File: src/rtl/env_pkg.sv
// Shared envelope types and constants.
// Phase encoding plus default widths and the rate that holds the level.
package env_pkg;

  typedef enum logic [2:0] {
    IDLE,
    ATTACK,
    DECAY,
    SUSTAIN,
    RELEASE
  } env_state_t;

  localparam int ENV_WIDTH     = 24;
  localparam int ENV_VEL_WIDTH = 7;

  localparam logic [ENV_WIDTH-1:0] ENV_PEAK  = '1;
  localparam logic [ENV_WIDTH-1:0] RATE_HOLD = '0;

endpackage

File: src/rtl/envelope_adsr_scaler.sv
// Registered unsigned multiply keeping the top WIDTH bits of the product.
// One cycle of latency; valid follows the enable by that cycle.
module env_scaler
  import env_pkg::*;
#(
  parameter int WIDTH = ENV_WIDTH
) (
  input  logic             clk,
  input  logic             rst,
  input  logic             en,
  input  logic [WIDTH-1:0] a,
  input  logic [WIDTH-1:0] b,
  output logic [WIDTH-1:0] p,
  output logic             valid
);

  logic [WIDTH-1:0] prod_hi;
  logic [WIDTH-1:0] prod_unused;

  assign {prod_hi, prod_unused} =
    {{WIDTH{1'b0}}, a} * {{WIDTH{1'b0}}, b};

  always_ff @(posedge clk) begin
    if (rst) begin
      p     <= '0;
      valid <= 1'b0;
    end else begin
      valid <= en;
      if (en) p <= prod_hi;
    end
  end

endmodule

File: src/rtl/envelope_adsr.sv
// ADSR envelope generator scaling an oscillator sample per tick.
// ENVELOPE_VELOCITY_EN adds a velocity port that sets the attack peak.
module envelope_adsr
  import env_pkg::*;
#(
  parameter int WIDTH     = ENV_WIDTH,
  parameter int VEL_WIDTH = ENV_VEL_WIDTH
) (
  input  logic             clk,
  input  logic             rst,
  input  logic             sample_tick,
  input  logic             gate,
  input  logic [WIDTH-1:0] sample_in,
  input  logic [WIDTH-1:0] attack_rate,
  input  logic [WIDTH-1:0] decay_rate,
  input  logic [WIDTH-1:0] release_rate,
  input  logic [WIDTH-1:0] sustain_level,
`ifdef ENVELOPE_VELOCITY_EN
  input  logic [VEL_WIDTH-1:0] velocity,
`endif
  output logic [WIDTH-1:0] sample_out,
  output logic             sample_valid,
  output logic             active,
  output env_state_t       env_state
);

  env_state_t state;

  logic                 gate_q;
  logic                 rise;
  logic                 fall;
  logic [WIDTH-1:0]     level;
  logic [WIDTH-1:0]     peak;
  logic [WIDTH-1:0]     target;
  logic [VEL_WIDTH-1:0] vel_q;
  logic [WIDTH:0]       atk_sum;
  logic signed [WIDTH:0] dec_diff;
  logic signed [WIDTH:0] rel_diff;

  assign rise = gate & ~gate_q;
  assign fall = ~gate & gate_q;

`ifdef ENVELOPE_VELOCITY_EN
  always_ff @(posedge clk) begin
    if (rst)       vel_q <= '1;
    else if (rise) vel_q <= velocity;
  end
`else
  assign vel_q = '1;
`endif

  assign peak = {vel_q, {(WIDTH-VEL_WIDTH){1'b1}}};

  assign target = (sustain_level > peak) ? peak
                                         : sustain_level;

  assign atk_sum  = {1'b0, level} + {1'b0, attack_rate};
  assign dec_diff = $signed({1'b0, level})
                  - $signed({1'b0, decay_rate});
  assign rel_diff = $signed({1'b0, level})
                  - $signed({1'b0, release_rate});

  // Edges take priority over stepping; a zero rate freezes the phase.
  always_ff @(posedge clk) begin
    if (rst) begin
      state  <= IDLE;
      level  <= '0;
      gate_q <= 1'b0;
    end else begin
      gate_q <= gate;
      if (rise) begin
        state <= ATTACK;
      end else if (fall) begin
        if (state inside {ATTACK, DECAY, SUSTAIN})
          state <= RELEASE;
      end else if (sample_tick) begin
        unique case (state)
          ATTACK: begin
            if (attack_rate != RATE_HOLD) begin
              if (atk_sum >= {1'b0, peak}) begin
                level <= peak;
                state <= DECAY;
              end else begin
                level <= atk_sum[WIDTH-1:0];
              end
            end
          end
          DECAY: begin
            if (decay_rate != RATE_HOLD) begin
              if (dec_diff <= $signed({1'b0, target})) begin
                level <= target;
                state <= SUSTAIN;
              end else begin
                level <= dec_diff[WIDTH-1:0];
              end
            end
          end
          RELEASE: begin
            if (release_rate != RATE_HOLD) begin
              if (rel_diff[WIDTH] || rel_diff == '0) begin
                level <= '0;
                state <= IDLE;
              end else begin
                level <= rel_diff[WIDTH-1:0];
              end
            end
          end
          default: ;
        endcase
      end
    end
  end

  env_scaler #(
    .WIDTH(WIDTH)
  ) u_scaler (
    .clk  (clk),
    .rst  (rst),
    .en   (sample_tick),
    .a    (sample_in),
    .b    (level),
    .p    (sample_out),
    .valid(sample_valid)
  );

  assign active    = (state != IDLE);
  assign env_state = state;

endmodule

File: config.mk
export PLATFORM = sky130hd
export DESIGN_NAME = envelope_adsr
export DESIGN_NICKNAME = d
export VERILOG_FILES = /design/src/rtl/env_pkg.sv /design/src/rtl/envelope_adsr_scaler.sv /design/src/rtl/envelope_adsr.sv
export SDC_FILE = /design/constraint.sdc
export NUM_CORES = 2
export LEC_CHECK = 0
export CAP_MARGIN = 20
export CORE_MARGIN = 10
export CORE_UTILIZATION = 34
export CTS_BUF_LIST = sky130_fd_sc_hd__clkbuf_8 sky130_fd_sc_hd__clkbuf_16
export CTS_CLUSTER_SIZE = 12
export DETAILED_ROUTE_END_ITERATION = 10
export REMOVE_ABC_BUFFERS = 1
export SLEW_MARGIN = 25
export SYNTH_ARGS = -nofsm -noshare
export SYNTH_HDL_FRONTEND = slang
export SYNTH_SLANG_ARGS = --single-unit
File: constraint.sdc
create_clock -name clk -period 21.3 [get_ports clk]
set_clock_uncertainty 0.15 [all_clocks]
set_input_delay 6.39 -clock clk [delete_from_list [all_inputs] [get_ports clk]]
set_output_delay 6.39 -clock clk [all_outputs]
set_load 0.01 [all_outputs]
==> metrics.txt <==
status=completed; CTS Hold Bufs=0; NumNets Final=4030; crit path launch type=primary input; Final min period=13.98 ns; asr flop ratio synth=0; placed cells=4115; Hold Path Class=reg -> reg; crit end category=register; Period Utilization, post-route=0.656; clock buffer depth=2; max-slew violations=0; DRC Markers=0; Buffers on Ports=152; Starting Density=0.344; vias per cell=5.20; Core Region=0.0748 sq mm; GP Congestion=0.899; Ports=153; Post-CTS Setup Bufs=0; critical path's slowest cell=fa_1; Post-CTS Resized=0; Core Rows=100; Net Sw Power=0.598 mW; H-tree depth=2; setup ws final=7.32 ns; setup TNS=0 ns; Post-Syn Area=0.0258 sq mm; number of CTS-inserted buffers=5; internal power=0.542 mW; Achievable Freq=71.5 MHz; leakage dissipation=14.1 nW; grt ovf=0; syn_area_per_cell=8.34 sq um; share of the synthesized area in the top cell type=0.376; Ys Warns=0; area leader, netlist=fa_1; Chip Height=295 um; Primary FF master, synth=dfxtp_1; Post-DP HPWL=65.4 mm; # setup viols final=0; post-synthesis register bit count=53; CP peak stage delay=0.57 ns; WP data arrival=14.07 ns; commonest non-fill, non-tap cell in the layout=inv_1; CTS clk-pin slew, worst paths=0.09 ns; Sw Share=0.525; Detailed Routing Iterations Pass 1=5; Root Buffer Master=clkbuf_16; Syn Inst Count=3089; setup slack at placement=6.54 ns; Post-synth EDFFs=0; final WL=82.1 mm; Seq pwr share=0.114; first-pass GRT wire length=131 mm; Overall Global Routing Usage=0.193; die width=295 um; share of cells above drive strength 1=0.0282; Via Count=21400; vias in the first global route=22700; die area=0.0872 sq mm; Unique masters post-synth=78; Worst-Margin Slew=0.923 ns; slew margin rel.=0.379; Seq/Total Area, Yosys=0.0412; pwr dens=40.0 mW/mm^2; RSZ-0062 raised after global routing=no; final-report hold violation count=0; Comb pwr share=0.793; critical setup path kind=in -> reg; Worst VDD drop=0.0000332 V; Layout area overhead=10.6%; initial antenna violation count=1; worst-path maximum fanout=24; Worst-Skew Late Latency=0.34 ns; max cap viols=0; Post-Layout Cell Count=4124; post-DR wirelength/cell=19.9 um; TritonCTS clock tree=built; CP required=21.39 ns; commonest non-fill, non-tap cells in the layout=642 x inv_1, 484 x fa_1, 380 x nand2_1, 286 x and2_1, 269 x ha_1; main area contributors after synthesis=fa_1 38%, ha_1 13%, inv_1 9.3%; drt initial violations=1391; largest net degree at the start of global routing=41; Sink Count=53; clock group share of total power=0.093; DRT antenna net count=0
==> power by group through the flow <==
stage	combinational, mW	clock, mW	sequential, mW
after floorplan	0.594	0	0.142
after global placement	0.894	0	0.134
after detailed placement	0.903	0	0.133
after CTS	0.909	0.110	0.131
after global routing	1.03	0.113	0.133
final	0.903	0.106	0.130
==> routing by layer <==
metal,track usage,routed length (um),vias up
li1,-,-,9891
met2,0.329,39100,608
met5,0,0,-
met1,0.257,36100,10900
met3,0.0263,5160,80
met4,0.0416,1780,0
==> worst max-delay path, delay by kind of cell <==
kind | cells | cell delay [ns]
AND/OR/NAND/NOR | 5 | 1.01
AO/OA/AOI/OAI | 7 | 1.60
buffers and inverters | 9 | 1.18
adder cells (fa/ha/maj) | 8 | 3.87
==> registers in the layout, summed over array words and instances, names as in the netlist <==
signal and cells:
level 24, u_scaler.p 24, env_state 3, gate_q 1
u_scaler.valid 1
==> worst paths after layout <==
path | start | end | slack, ns | depth (start not counted)
setup / recovery | sample_in[13] | u_scaler.p[18] | 7.32 | 29
hold / removal | u_scaler.p[21] | u_scaler.p[21] | 0.34 | 2
setup reg to reg | level[4] | u_scaler.p[18] | 13.20 | 28
hold reg to reg | u_scaler.p[21] | u_scaler.p[21] | 0.34 | 2
==> cells by family (layout without fill, tap and decap cells) <==
logic type	count (synthesis)	count (layout)	share of synthesized area
and+or+nand+nor	954	954	0.186
buffers and inverters	789	854	0.115
adders and majority gates	753	753	0.507
AOI/OAI and AO/OA	445	445	0.117
xor gates and xnor gates	66	66	0.0224
DFF	53	53	0.0412
muxes	29	29	0.0114
other	0	1	0
==> synth_stat cells, types with 38 or more instances <==
| cell type | count |
|---|---|
| a21o_1 | 38 |
| a21oi_1 | 99 |
| and2_1 | 286 |
| clkbuf_1 | 143 |
| dfxtp_1 | 53 |
| fa_1 | 484 |
| ha_1 | 269 |
| inv_1 | 641 |
| nand2_1 | 380 |
| nor2_1 | 86 |
| o21ai_0 | 87 |
==> final cells by class <==
cell class	count	area (sq um)
Antenna cell	1	2.50
Clock inverter	3	42.5
Fill cell	7707	46300
Inverter	642	2410
Timing Repair Buffer	204	1890
Clock buffer	5	125
Sequential cell	53	1060
Multi-Input combinational cell	2247	21700
Tap cell	969	1210
==> stage by stage <==
| step | utilization | cell area [sq um] | hold slack, ns | power (mW) |
|---|---|---|---|---|
| 2_1_floorplan | - | 25200 | 0.342 | 0.735 |
| 3_3_place_gp | 0.379 | 28300 | 0.328 | 1.03 |
| 3_5_place_dp | 0.379 | 28300 | 0.331 | 1.04 |
| 4_1_cts | 0.381 | 28500 | 0.342 | 1.15 |
| 5_1_grt | 0.381 | 28500 | 0.365 | 1.28 |
| 6_report | 0.381 | 28500 | 0.337 | 1.14 |
Power figures use the tool's default switching activity.
